### config.mk
export PLATFORM = sky130hd
export DESIGN_NAME = mem_access_ctrl
export DESIGN_NICKNAME = d
export VERILOG_FILES = /design/src/rtl/mem_access_ctrl.sv
export SDC_FILE = /design/constraint.sdc
export NUM_CORES = 1
export LEC_CHECK = 0
export BUFFER_PORTS_ARGS = -buffer_cell sky130_fd_sc_hd__buf_2
export CAP_MARGIN = 10
export CORE_ASPECT_RATIO = 0.6
export CORE_MARGIN = 3
export CORE_UTILIZATION = 45
export DETAILED_ROUTE_END_ITERATION = 6
export GPL_TIMING_DRIVEN = 1
export PLACE_DENSITY = 0.79
export RECOVER_POWER = 50
export SLEW_MARGIN = 20
export SYNTH_ARGS = -nofsm -noshare
export SYNTH_HDL_FRONTEND = slang
export SYNTH_SLANG_ARGS = --single-unit
### constraint.sdc
create_clock -name clk_i -period 2.1 [get_ports clk_i]
set_clock_uncertainty 0.2 [all_clocks]
set_input_delay 0.42 -clock clk_i [delete_from_list [all_inputs] [get_ports clk_i]]
set_output_delay 0.42 -clock clk_i [all_outputs]
set_load 0.01 [all_outputs]
### src/rtl/mem_access_ctrl.sv
// mem_access_ctrl: MAR/MDR register pair plus a four-state memory access
// sequencer (IDLE -> SETUP -> WAIT -> DONE) with a fixed number of wait states.
// Optional feature macro: MEM_ACCESS_READY_EN adds a mem_ready_i handshake
// that holds the sequencer in WAIT until the memory signals ready.
module mem_access_ctrl #(
  parameter int unsigned WAIT_CYCLES = 2
) (
  input  logic        clk_i,
  input  logic        reset_i,
  input  logic [15:0] bus_data_i,
  input  logic        ld_mar_i,
  input  logic        ld_mdr_i,
  input  logic        mio_en_i,
  input  logic        mem_req_i,
  input  logic        mem_we_i,
  input  logic [15:0] mem_rdata_i,
`ifdef MEM_ACCESS_READY_EN
  input  logic        mem_ready_i,
`endif
  output logic [15:0] mem_addr_o,
  output logic [15:0] mem_wdata_o,
  output logic        mem_rd_o,
  output logic        mem_wr_o,
  output logic [15:0] mar_o,
  output logic [15:0] mdr_o,
  output logic        busy_o,
  output logic        done_o
);

  typedef enum logic [1:0] {
    S_IDLE,
    S_SETUP,
    S_WAIT,
    S_DONE
  } state_e;

  // The counter holds the number of WAIT cycles still to come after the
  // current one, so WAIT exits when it reads zero.
  localparam logic [3:0] CNT_LOAD = (WAIT_CYCLES == 0) ? 4'd0 : 4'(WAIT_CYCLES - 1);

  state_e      state_q, state_d;
  logic [15:0] mar_q, mar_d;
  logic [15:0] mdr_q, mdr_d;
  logic        op_q, op_d;
  logic [3:0]  cnt_q, cnt_d;

  // Next-state logic: register loads only in IDLE, sequencing through the access,
  // and read-data capture on the way out of DONE.
  always_comb begin
    state_d = state_q;
    mar_d   = mar_q;
    mdr_d   = mdr_q;
    op_d    = op_q;
    cnt_d   = cnt_q;
    unique case (state_q)
      S_IDLE: begin
        if (ld_mar_i) mar_d = bus_data_i;
        if (ld_mdr_i) mdr_d = mio_en_i ? mem_rdata_i : bus_data_i;
        if (mem_req_i) begin
          op_d    = mem_we_i;
          state_d = S_SETUP;
        end
      end
      S_SETUP: begin
        cnt_d = CNT_LOAD;
`ifdef MEM_ACCESS_READY_EN
        state_d = S_WAIT;
`else
        state_d = (WAIT_CYCLES == 0) ? S_DONE : S_WAIT;
`endif
      end
      S_WAIT: begin
        if (cnt_q != 4'd0) begin
          cnt_d = cnt_q - 4'd1;
        end
`ifdef MEM_ACCESS_READY_EN
        else if (mem_ready_i) begin
          state_d = S_DONE;
        end
`else
        else begin
          state_d = S_DONE;
        end
`endif
      end
      S_DONE: begin
        if (!op_q) mdr_d = mem_rdata_i;
        state_d = S_IDLE;
      end
      default: state_d = S_IDLE;
    endcase
  end

  // State and datapath registers; reset overrides every load and request.
  always_ff @(posedge clk_i) begin
    if (reset_i) begin
      state_q <= S_IDLE;
      mar_q   <= 16'h0000;
      mdr_q   <= 16'h0000;
      op_q    <= 1'b0;
      cnt_q   <= 4'd0;
    end else begin
      state_q <= state_d;
      mar_q   <= mar_d;
      mdr_q   <= mdr_d;
      op_q    <= op_d;
      cnt_q   <= cnt_d;
    end
  end

  assign busy_o      = (state_q != S_IDLE);
  assign done_o      = (state_q == S_DONE);
  assign mem_rd_o    = busy_o & ~op_q;
  assign mem_wr_o    = busy_o & op_q;
  assign mar_o       = mar_q;
  assign mdr_o       = mdr_q;
  assign mem_addr_o  = mar_q;
  assign mem_wdata_o = mdr_q;

endmodule
; ---- After elaboration in Yosys (flattened, before gate mapping)
; Index checks and enable logic that the tools add are counted.
[op_classes]
add_sub_neg = 1
n_eq_ne = 8
n_mux = 9
n_bitwise = 3
n_reduce_logical = 10
[ops]
columns = op, count
row1 = 16-bit 2-to-1 mux, 3
row2 = 16-bit case mux with 2 select lines, 1
row3 = "2-bit != test, second input constant", 5
row4 = 2-bit case mux with 4 select lines, 1
row5 = 4-bit case mux with 2 select lines, 1
row6 = 2-bit AND reduction, 4
row7 = 2-bit nonzero test, 3
row8 = "2-bit equality test, second input constant", 2
row9 = 2-bit 2-to-1 mux, 2
row10 = 4-bit 2-to-1 mux, 1
row11 = 4-bit nonzero test, 1
row12 = "4-bit by 1-bit subtractor with 4-bit output, second input constant", 1
row13 = 3-bit AND reduction, 1
row14 = 1-bit AND, 2
row15 = "2-bit by 1-bit equality test with 1-bit output, second input constant", 1
row16 = 2-bit zero test, 1
row17 = 1-bit NOT, 1
[word_totals]
reg_bits = 39
in_bits = 39
output_inout_bits = 68
word_cells = 36

; ---- Logic depth before layout (Yosys ltp)
[depth]
depth_word = 3
depth_mapped = 7
depth_no_buf = 5

; ---- Worst setup path after synthesis
; Ideal clock, no wire load.
[synth_timing]
kind = flip-flop to flip-flop
startpoint = register state_q[0]
endpoint = register mdr_q[10], in the netlist mdr_o[10]
setup_time_ps = 69
arrival_ps = 1524
required_time_ps = 1831
slack_ps = 307
path_stages_with_launch = 7
n_path_buf = 2
synth_period_minus_slack_ps = 1793
cell_sequence = dfxtp_1 > ha_1 > nand2b_1 > buf_2 > a221o_1 > buf_6 > o21ai_1
[synth_via]
elab_chain_len = 3
word_cells_on_any_way = 7
cone_classes = eq/ne: 3 / mux: 1 / reduce/logical: 3
[synth_rtl]
columns = item, line
row1 = "start, declared", 41  ; state_e state_q, state_d;
row2 = "start signal, assigned", 103  ; state_q <= state_d;
row3 = 2-bit equality test *, n/a
row4 = via done_o, 27  ; output logic done_o
row5 = 2-bit != test (no line) / 2-bit nonzero test (equally long branches), n/a
row6 = 3-bit AND reduction (no line), n/a
row7 = "end signal, assigned", 105  ; mdr_q <= mdr_d;
row8 = "end, declared", 43  ; logic [15:0] mdr_q, mdr_d;
; The timed path passes the listed nets; every way through them passes the cells marked *.
; A chain may end at the register's enable or synchronous reset.

; ---- Worst setup path after layout
[layout_timing]
startpoint = register state_q[0]
endpoint = output port mem_wr_o
[layout_via]
elab_chain_len = 2
[layout_rtl]
columns = item, line
row1 = 2-bit nonzero test, 111  ; assign busy_o = (state_q != S_IDLE);
row2 = 1-bit AND, 114  ; assign mem_wr_o = busy_o & op_q;
row3 = "end, declared", 23  ; output logic mem_wr_o,
; Every way passes these cells.

==> qor.yml <==
synth:
  synth_edf_count: 0
  async_reset_ff_share_pct: 0
  syn_area_mm2: 0.00216
  synthFlopType: "dfxtp_1"
  synthCells: 248
  synth_seq_cells: 39
  yosysWarnings: 0
  synth_nets: 292
  ys_seq_area_share_pct: 36.2
  syn_area_per_cell_um2: 8.70
  synth.distinct_cells: 33
clocking:
  clockBufferDepth: 2
  path_clk_slew_ns: 0.08
  cts_tree: "built"
  htreeDepth: 2
  clk_latency_ns: 0.29
  numCtsBuffers: 5
  postCtsHoldBufs: 0
  cts.sinks: 39
  cts_root_buf: "clkbuf_8"
floorplan:
  core_area_mm2: 0.00435
  rows: 18
  start_util_pct: 49.7
  io_pins: 107
  dieArea_mm2: 0.00569
  die_w_um: 95.4
  chipHeight_um: 59.6
critical_path:
  start_kind: "register"
  path_buf_inv: 3
  reg2regPathDepth: 6
  crit_family: "buffers and inverters"
  r2r_setup_slack_ns: 0.18
  r2r_end: "mar_o[2]$_SDFFE_PP0P_"
  cpPeakStageDelay_ns: 0.36
  endpoint_kind: "output pin"
  cp_data_arrival_time_ns: 1.38
  crit_slowest_cell: "dfxtp_2"
  worstSetupPathType: "reg2out"
  cp.required_ns: 1.48
  cp_max_fo: 10
  r2r-start: "state_q[0]$_SDFFE_PP0P_"
  cp_cell_sequence: "inv_1, ha_2, buf_4, nor2b_1, buf_2"
layout:
  layout-drive-gt1-share_pct: 24.8
  syn_to_final_growth_pct: 18.0
  final_cell_mix: "55 x buf_2, 51 x clkbuf_1, 39 x nand2_1"
  antennaDiodeCount: 0
  layout_commonest_cell: "buf_2"
  fill_cells: 439
  fin_nets: 362
  fin_util_pct: 58.6
global_route:
  antenna_found_initial: 0
  gr-total-overflow: 0
  grt_start_max_net_pins: 23
  grtUsageTotal_pct: 20.6
  grt_pass1_wl_mm: 8.91
  grt_pass1_vias: 1861
timing:
  timing.final.ws_setup_ns: 0.0984
  worst_slew_pin_slew_ns: 0.620
  tns_ns: 0
  hold-worst-slack_ns: 0.168
  fmax_mhz: 500
  finalHoldViolCount: 0
  slew_viol_final: 0
  slew_headroom_pct: 58.6
  setup_viol: 0
  fin_crit_ns: 2.00
  rsz0062_at_grt: "false"
  fin_crit_sh_pct: 95.3
worst_hold_path:
  hold_depth: 3
  hold_path_startpoint: "bus_data_i[7]"
  hold_path_class: "in2reg"
  worstHoldEndpoint: "mar_o[7]$_SDFFE_PP0P_"
detailed_routing:
  drt-total-wl_mm: 5.68
  drtIter0Drc: 35
  drcViolationCount: 0
  drt_first_pass_iters: 4
  vias: 1994
  wl_per_cell_um: 15.0
  vias_per_cell: 5.26
  ant_nets: 0
flow_run:
  maxCapViolations: 0
place:
  routabilityCongestion: 0.802
  port_buffers: 106
  preCtsSetupSlack_ns: 0.0907
  hpwl_mm: 4.22
pwr:
  powerDensity_mw_per_mm2: 1240
  leakage_nw: 1.09
  ir_drop_uv: 470
run_status:
  outcome: "finished clean"
==> power breakdown <==
part           total [mW]  internal, mW  leakage [nW]  switching (mW)
registers            1.14         0.955         0.321           0.182
logic                1.53         0.636         0.717           0.892
clock network       0.497         0.227        0.0477           0.269
==> through the flow <==
stage	cell area, µm²	instances	power (mW)
after floorplan	2160	248	2.33
after global placement	2520	371	2.70
after detailed placement	2520	371	2.74
after CTS	2610	379	3.24
after global routing	2550	379	3.41
final	2550	379	3.16
==> registers in the layout (all words and copies together) (netlist names) <==
signal / cells
mar_o: 16
mdr_o: 16
cnt_q: 4
state_q: 2
op_q: 1
==> cells in the mapped netlist, types with 2 or more instances <==
cell type | number | share of area [%]
a41oi_1 | 16 | 6.5
nand2b_1 | 3 | 0.87
o21ai_0 | 6 | 1.4
o21ai_1 | 9 | 2.1
buf_4 | 33 | 11
nand2_1 | 39 | 6.8
ha_1 | 5 | 2.9
a21oi_1 | 18 | 4.2
inv_1 | 7 | 1.2
nand3_1 | 4 | 0.93
dfxtp_1 | 39 | 36
clkbuf_1 | 12 | 2.1
mux2i_1 | 18 | 8.3
nor2b_1 | 2 | 0.58
buf_2 | 4 | 0.93
nor4bb_1 | 16 | 7.4
==> worst register-to-register path, delay by kind of cell (launching register included) <==
family                     cells  cell delay (ns)
and+or+nand+nor                2             0.62
DFF                            1             0.34
buffers and inverters          2             0.26
adders and majority gates      1             0.27
AOI/OAI and AO/OA              1             0.15
==> layout make-up <==
cell class                 count  area [µm²]  share of cell area [%]
timing repair buffer         114         552                    21.7
clock buffer                   5        68.8                    2.70
tap                           60        75.1                    2.95
sequential                    39         783                    30.8
multi-input combinational    151        1030                    40.3
clock inverter                 3        15.0                   0.590
inverter                       7        26.3                    1.03
==> routing by layer <==
| layer | global-route usage (%) | wire (µm) | up-vias |
|---|---|---|---|
| li1 | - | - | 992 |
| met1 | 27.7 | 2700 | 914 |
| met2 | 31.3 | 2380 | 83 |
| met3 | 6.47 | 545 | 5 |
| met4 | 6.88 | 55 | 0 |
| met5 | 0 | 0 | - |
==> cell families after synthesis <==
family	after synthesis	share of synthesized area, %
simple gates	71	18.7
buf+inv	58	16.4
compound gates	57	17.5
flops	39	36.2
mux	18	8.35
fa+ha+maj	5	2.90
==> repair_timing <==
action,CTS,global route
endpoints found under the setup margin,2,4
gates resized for setup,1,2
buffers inserted,0,0
==> how the worst max path moves through the flow <==
stage	start	end	slack [ns]	depth (start not counted)
after floorplan	state_q[0]$_SDFFE_PP0P_	mdr_o[10]$_SDFFE_PP0P_	0.31	6
after global placement	state_q[0]$_SDFFE_PP0P_	mdr_o[5]$_SDFFE_PP0P_	0.22	5
after detailed placement	state_q[0]$_SDFFE_PP0P_	mar_o[2]$_SDFFE_PP0P_	0.09	6
after CTS	state_q[0]$_SDFFE_PP0P_	mem_wr_o	0.04	5
after global routing	state_q[1]$_SDFFE_PP0P_	mar_o[5]$_SDFFE_PP0P_	0.005	6
final	state_q[0]$_SDFFE_PP0P_	mem_wr_o	0.1	5
(Power assumes the default switching activity.)
